==> config.mk <==
export PLATFORM = sky130hd
export DESIGN_NAME = bit_population_counter_stream
export DESIGN_NICKNAME = d
export VERILOG_FILES = /design/src/rtl/bit_population_counter_pkg.sv /design/src/rtl/bit_population_counter_stage.sv /design/src/rtl/bit_population_counter_stream.sv
export SDC_FILE = /design/constraint.sdc
export NUM_CORES = 1
export LEC_CHECK = 0
export CAP_MARGIN = 15
export CORE_MARGIN = 3
export CORE_UTILIZATION = 35
export DETAILED_ROUTE_END_ITERATION = 7
export DONT_BUFFER_PORTS = 1
export PLACE_DENSITY = 0.59
export SYNTH_ARGS = -nofsm -noshare
export SYNTH_HDL_FRONTEND = slang
export SYNTH_SLANG_ARGS = --single-unit
export TNS_END_PERCENT = 5
==> constraint.sdc <==
create_clock -name clk_i -period 5.4 [get_ports clk_i]
set_clock_uncertainty 0.05 [all_clocks]
set_input_delay 0 -clock clk_i [delete_from_list [all_inputs] [get_ports clk_i]]
set_output_delay 0 -clock clk_i [all_outputs]
set_load 0.1 [all_outputs]
==> src/rtl/bit_population_counter_pkg.sv <==
//==============================================================================
// Module      : bit_population_counter_pkg
// Description : Shared types and width helper for the streaming population
//               counter (count mode enum, per-beat count width function).
// Revision    : 1.0 - initial release
//==============================================================================
`default_nettype none

package bit_population_counter_pkg;

  // Per-beat selection of which bit value is being counted
  typedef enum logic {
    CNT_ONES  = 1'b0,
    CNT_ZEROS = 1'b1
  } count_mode_t;

  // Width needed to hold a count of 0..width inclusive
  function automatic int cnt_w(input int width);
    return $clog2(width) + 1;
  endfunction

endpackage : bit_population_counter_pkg

`default_nettype wire

==> src/rtl/bit_population_counter_stage.sv <==
//==============================================================================
// Module      : bit_population_counter_stage
// Description : One enabled pipeline stage. Adds the popcount of its own
//               STAGE_BITS-wide slice (inverted in zero-count mode) to the
//               carried count and forwards the beat sideband.
// Revision    : 1.0 - initial release
//==============================================================================
`default_nettype none

module bit_population_counter_stage
  import bit_population_counter_pkg::*;
#(
  parameter int WIDTH      = 32,
  parameter int STAGE_BITS = 8,
  parameter int CNT_W      = 6,
  parameter int STAGE_IDX  = 0
) (
  input  logic             clk_i,
  input  logic             rst_ni,
  input  logic             en_i,
  input  logic [WIDTH-1:0] data_i,
  input  count_mode_t      mode_i,
  input  logic             last_i,
  input  logic             val_i,
  input  logic [CNT_W-1:0] cnt_i,
  output logic [WIDTH-1:0] data_o,
  output count_mode_t      mode_o,
  output logic             last_o,
  output logic             val_o,
  output logic [CNT_W-1:0] cnt_o
);

  logic [STAGE_BITS-1:0] w_slice;
  logic [CNT_W-1:0]      w_pop;

  logic [WIDTH-1:0]      r_data;
  count_mode_t           r_mode;
  logic                  r_last;
  logic                  r_val;
  logic [CNT_W-1:0]      r_cnt;

  // Counting zeros is counting ones of the inverted slice
  assign w_slice = data_i[STAGE_IDX*STAGE_BITS +: STAGE_BITS]
                 ^ {STAGE_BITS{mode_i == CNT_ZEROS}};

  // Popcount of this stage's slice
  always_comb begin
    w_pop = '0;
    for (int b = 0; b < STAGE_BITS; b++) begin
      w_pop = w_pop + CNT_W'(w_slice[b]);
    end
  end

  // Stage register, frozen while the pipeline is stalled
  always_ff @(posedge clk_i or negedge rst_ni) begin
    if (!rst_ni) begin
      r_data <= '0;
      r_mode <= CNT_ONES;
      r_last <= 1'b0;
      r_val  <= 1'b0;
      r_cnt  <= '0;
    end else if (en_i) begin
      r_data <= data_i;
      r_mode <= mode_i;
      r_last <= last_i;
      r_val  <= val_i;
      r_cnt  <= cnt_i + w_pop;
    end
  end

  assign data_o = r_data;
  assign mode_o = r_mode;
  assign last_o = r_last;
  assign val_o  = r_val;
  assign cnt_o  = r_cnt;

endmodule : bit_population_counter_stage

`default_nettype wire

==> src/rtl/bit_population_counter_stream.sv <==
//==============================================================================
// Module      : bit_population_counter_stream
// Description : Streaming per-beat population counter with a saturating
//               per-packet running total. Input register, STAGES slice-adding
//               stages and an output/accumulate stage, all sharing one
//               stall enable.
// Revision    : 1.0 - initial release
//==============================================================================
`default_nettype none

module bit_population_counter_stream
  import bit_population_counter_pkg::*;
#(
  parameter int  WIDTH      = 32,
  parameter int  STAGE_BITS = 8,
  parameter int  ACC_W      = 16,
  localparam int CNT_W      = cnt_w(WIDTH)
) (
  input  logic             clk_i,
  input  logic             rst_ni,
  input  logic [WIDTH-1:0] data_i,
  input  logic             data_mode_i,
  input  logic             data_last_i,
  input  logic             data_val_i,
  output logic             data_ready_o,
  output logic [CNT_W-1:0] data_o,
  output logic [ACC_W-1:0] total_o,
  output logic             total_ovf_o,
  output logic             data_last_o,
  output logic             data_val_o,
  input  logic             data_ready_i
);

  localparam int STAGES = (STAGE_BITS > 0) ? (WIDTH / STAGE_BITS) : 1;
  localparam int c_rem  = (STAGE_BITS > 0) ? (WIDTH % STAGE_BITS) : 0;
  localparam logic [ACC_W-1:0] c_acc_max = '1;

  // Reject parameter sets the datapath cannot represent
  if (STAGE_BITS == 0) begin : g_chk_stage_bits
    $error("STAGE_BITS must be non-zero");
  end
  if (c_rem != 0) begin : g_chk_divisible
    $error("WIDTH must be a multiple of STAGE_BITS");
  end
  if (ACC_W < CNT_W) begin : g_chk_acc_w
    $error("ACC_W must be at least CNT_W");
  end

  logic             w_en;
  logic             w_hs;

  logic [WIDTH-1:0] r_in_data;
  count_mode_t      r_in_mode;
  logic             r_in_last;
  logic             r_in_val;

  logic [WIDTH-1:0] w_data [STAGES+1];
  count_mode_t      w_mode [STAGES+1];
  logic             w_last [STAGES+1];
  logic             w_val  [STAGES+1];
  logic [CNT_W-1:0] w_cnt  [STAGES+1];

  logic [ACC_W-1:0] r_acc;
  logic             r_acc_ovf;
  logic [ACC_W-1:0] w_acc_base;
  logic             w_ovf_base;
  logic [ACC_W:0]   w_sum;
  logic             w_sat;
  logic [ACC_W-1:0] w_total;

  logic             r_out_val;
  logic             r_out_last;
  logic [CNT_W-1:0] r_out_cnt;
  logic [ACC_W-1:0] r_total;
  logic             r_ovf;

  logic             w_unused_tail;

  // Everything advances unless a valid output is being held by downstream
  assign w_en         = !r_out_val || data_ready_i;
  assign data_ready_o = w_en;
  assign w_hs         = r_out_val && data_ready_i;

  // Input register: a beat is captured exactly when it is accepted
  always_ff @(posedge clk_i or negedge rst_ni) begin
    if (!rst_ni) begin
      r_in_data <= '0;
      r_in_mode <= CNT_ONES;
      r_in_last <= 1'b0;
      r_in_val  <= 1'b0;
    end else if (w_en) begin
      r_in_data <= data_i;
      r_in_mode <= count_mode_t'(data_mode_i);
      r_in_last <= data_last_i;
      r_in_val  <= data_val_i;
    end
  end

  assign w_data[0] = r_in_data;
  assign w_mode[0] = r_in_mode;
  assign w_last[0] = r_in_last;
  assign w_val[0]  = r_in_val;
  assign w_cnt[0]  = '0;

  for (genvar g = 0; g < STAGES; g++) begin : g_stage
    bit_population_counter_stage #(
      .WIDTH      (WIDTH),
      .STAGE_BITS (STAGE_BITS),
      .CNT_W      (CNT_W),
      .STAGE_IDX  (g)
    ) u_stage (
      .clk_i  (clk_i),
      .rst_ni (rst_ni),
      .en_i   (w_en),
      .data_i (w_data[g]),
      .mode_i (w_mode[g]),
      .last_i (w_last[g]),
      .val_i  (w_val[g]),
      .cnt_i  (w_cnt[g]),
      .data_o (w_data[g+1]),
      .mode_o (w_mode[g+1]),
      .last_o (w_last[g+1]),
      .val_o  (w_val[g+1]),
      .cnt_o  (w_cnt[g+1])
    );
  end

  // The word and mode are fully consumed by the last stage
  assign w_unused_tail = ^{w_data[STAGES], w_mode[STAGES]};

  // Accumulator as it stands after the handshake on this edge (if any), so a
  // beat entering the output register sees its predecessor's total.
  always_comb begin
    w_acc_base = r_acc;
    w_ovf_base = r_acc_ovf;
    if (w_hs) begin
      w_acc_base = r_out_last ? '0 : r_total;
      w_ovf_base = !r_out_last && r_ovf;
    end
    w_sum   = {1'b0, w_acc_base} + {{(ACC_W+1-CNT_W){1'b0}}, w_cnt[STAGES]};
    w_sat   = w_sum[ACC_W];
    w_total = w_sat ? c_acc_max : w_sum[ACC_W-1:0];
  end

  // Accumulator only moves on an output handshake (base equals r_acc otherwise)
  always_ff @(posedge clk_i or negedge rst_ni) begin
    if (!rst_ni) begin
      r_acc     <= '0;
      r_acc_ovf <= 1'b0;
    end else begin
      r_acc     <= w_acc_base;
      r_acc_ovf <= w_ovf_base;
    end
  end

  // Output register: per-beat count and saturating packet total
  always_ff @(posedge clk_i or negedge rst_ni) begin
    if (!rst_ni) begin
      r_out_val  <= 1'b0;
      r_out_last <= 1'b0;
      r_out_cnt  <= '0;
      r_total    <= '0;
      r_ovf      <= 1'b0;
    end else if (w_en) begin
      r_out_val <= w_val[STAGES];
      if (w_val[STAGES]) begin
        r_out_last <= w_last[STAGES];
        r_out_cnt  <= w_cnt[STAGES];
        r_total    <= w_total;
        r_ovf      <= w_ovf_base || w_sat;
      end
    end
  end

  assign data_o      = r_out_cnt;
  assign total_o     = r_total;
  assign total_ovf_o = r_ovf;
  assign data_last_o = r_out_last;
  assign data_val_o  = r_out_val;

endmodule : bit_population_counter_stream

`default_nettype wire
==> out/results.ini <==
[global_route]
grt_usage=0.135
grt_max_degree=159
first_global_vias=5623
antenna_found_initial=0
grt_pass1_wl_um=27100
gr-total-overflow=0

[setup_path]
end_kind=flip-flop
worstPathArrival_ps=4310
crit_path_max_fanout=10
worst-setup-path-type=reg2reg
startpoint_type=flip-flop
required_ps=5620

[clocking]
cts_num_sinks=158
cts_setup_buffers=0
cts_tree=yes
worstSkewPairLatency_ps=430
root_buffer=clkbuf_16
cts_resized=0
clkTransAtPathRegs_ps=70
hold_buffers=38
htree_levels=4
cts_made_buffers=17
clockBufferDepth=2

[placement]
place_area_um2=8150
io_buffers=0
dp_cells=1097
hpwl_um=9470
place_congestion=0.776

[routing]
vias_per_cell=4.72
drt_pass1_iterations=4
routedWlPerCell_um=12.9
final_antenna_net_count=0
drt_drc_violations_left=0
wirelength_um=15100
via_count=5507
drt_iter0_drc=340

[yosys]
synth_edf_count=0
synthTopCellsByArea=dfrtp_1, nand2_1, ha_1
synth_top_area_share=0.498
synthArstFlopShare=1.00
syn_nets=952
yosys.area.top_type=dfrtp_1
synth.ff_latch_count=158
avgSynthCellArea_um2=9.30
synth.distinct_cells=51
yosysWarningCount=0
syn_inst=853
yosysSeqAreaShare=0.498
synth_area_um2=7940
synthFlopType=dfrtp_1

[sta]
slew_viol_final=0
finalSetupTns_ps=0
min_period_ps=4100
maxSlewHeadroom=0.276
fin_crit_sh=0.759
hold_viol_final=0
grt_setup_unrepaired=false
max_freq_mhz=244
setup_viol=0
worst_slew_pin_slew_ps=1090

[finish]
layout.nets=973
num_antenna_cells=0
area_growth_syn_to_layout_pct=15.9
drive_gt1_frac=0.0620
stdcell_count=1167
design_area_um2=9200

[die]
core.rowCount=54
initial_core_util=0.360
coreArea_um2=22000
die-area_um2=24500
die_w_um=157
die_h_um=157
io_pins=64

[hold_path]
worstHoldPathType=in2async

[flow_run]
drv_cap=0

[status]
status=completed

-- critical path, cell delays in order, from the launching register on --
cell     delay, ps
dfrtp_1        530
xor2_1         230
ha_1           290
inv_1           50
fa_1           480
fa_1           520
fa_1           550
inv_1           40
ha_1           210
fa_1           420
a21o_1         200
a21oi_1        160
xor2_1         150
o21ai_0         80
-- layout make-up --
cell class,instances,area [um^2]
Clock inverter,13,195
Fill cell,2170,12800
Multi-Input combinational cell,623,3680
Clock buffer,19,453
Sequential cell,158,3950
Timing Repair Buffer,45,450
Inverter,29,111
Tap cell,280,350
-- sequential cells by signal (all words and copies together) (netlist names) --
| signal | flops |
|---|---|
| g_stage.u_stage.mode_o | 3 |
| r_in_last | 1 |
| g_stage.u_stage.cnt_o | 22 |
| data_o | 6 |
| g_stage.u_stage.last_o | 4 |
| r_in_data | 32 |
| data_last_o | 1 |
| data_val_o | 1 |
| total_ovf_o | 1 |
| r_acc_ovf | 1 |
| r_in_val | 1 |
| g_stage.u_stage.val_o | 4 |
| r_acc | 16 |
| total_o | 16 |
| r_in_mode | 1 |
| g_stage.u_stage.data_o | 48 |
-- synthesized netlist by cell type, types with 2 or more instances --
cell / instances
a2111o_1: 2
a211oi_1: 2
a21bo_2: 5
a21o_1: 7
a21oi_1: 21
a222oi_1: 2
a31oi_1: 12
and2_1: 6
and3_1: 3
buf_1: 4
buf_4: 2
buf_6: 2
clkbuf_1: 33
dfrtp_1: 158
fa_1: 17
ha_1: 44
inv_1: 29
mux2_2: 2
nand2_1: 349
nand2b_1: 7
nand3_1: 6
nand4b_1: 7
nor2_1: 25
nor2b_1: 4
o21ai_0: 20
o21bai_1: 3
o221a_2: 2
o311ai_0: 3
o31a_1: 2
o31ai_1: 2
or2_2: 3
xnor2_1: 24
xor2_1: 27
-- final timing paths --
path | from | to | slack [ps] | cells past startpoint
max | g_stage[0].u_stage.mode_o | g_stage[1].u_stage.cnt_o[4] | 1300 | 13
min | rst_ni | r_in_data[23] | 160 | 2
min reg2reg | r_in_data[9] | r_in_data[9] | 420 | 2
max in group asynchronous | rst_ni | r_in_data[1] | 4530 | 2
min in group clk_i | data_i[21] | r_in_data[21] | 170 | 3
max reg2reg | g_stage[0].u_stage.mode_o | g_stage[1].u_stage.cnt_o[4] | 1300 | 13
-- layer usage --
metal | track usage | up-vias | wire [um]
met5 | 0 | - | 0
met4 | 0.0438 | 0 | 130
met3 | 0.0332 | 10 | 543
met2 | 0.213 | 75 | 7090
met1 | 0.183 | 2613 | 7350
li1 | - | 2809 | -
-- metrics by stage --
| step | worst slack [ps] | util | hold WS, ps |
|---|---|---|---|
| 6_report | 1300 | 0.418 | 156 |
| 5_1_grt | 1000 | 0.418 | 163 |
| 4_1_cts | 1240 | 0.418 | 143 |
| 3_5_place_dp | 1260 | 0.370 | -340 |
| 3_3_place_gp | 1360 | 0.370 | -339 |
| 2_1_floorplan | 1340 | - | -346 |
-- kinds of logic (layout without fill, tap and decap cells) --
kind of cell    after synthesis  count (layout)  share of synthesized area
simple gates                420             420                      0.216
flops                       158             158                      0.498
compound gates               89              89                     0.0757
buf+inv                      72             106                     0.0385
fa+ha+maj                    61              61                      0.112
xor+xnor                     51              51                     0.0563
mux                           2               2                    0.00284
-- cells in the final DEF (no fill, tap or decap), types with 17 or more instances in the layout --
cell,Yosys,final
nand2_1,349,349
dfrtp_1,158,158
ha_1,44,44
dlygate4sd3_1,0,37
inv_1,29,28
xor2_1,27,27
nor2_1,25,25
xnor2_1,24,24
a21oi_1,21,21
o21ai_0,20,20
fa_1,17,17
clkbuf_16,0,17
Power is not shown: default switching activity piles up to over one toggle a cycle in this logic, so the estimate is an artifact.
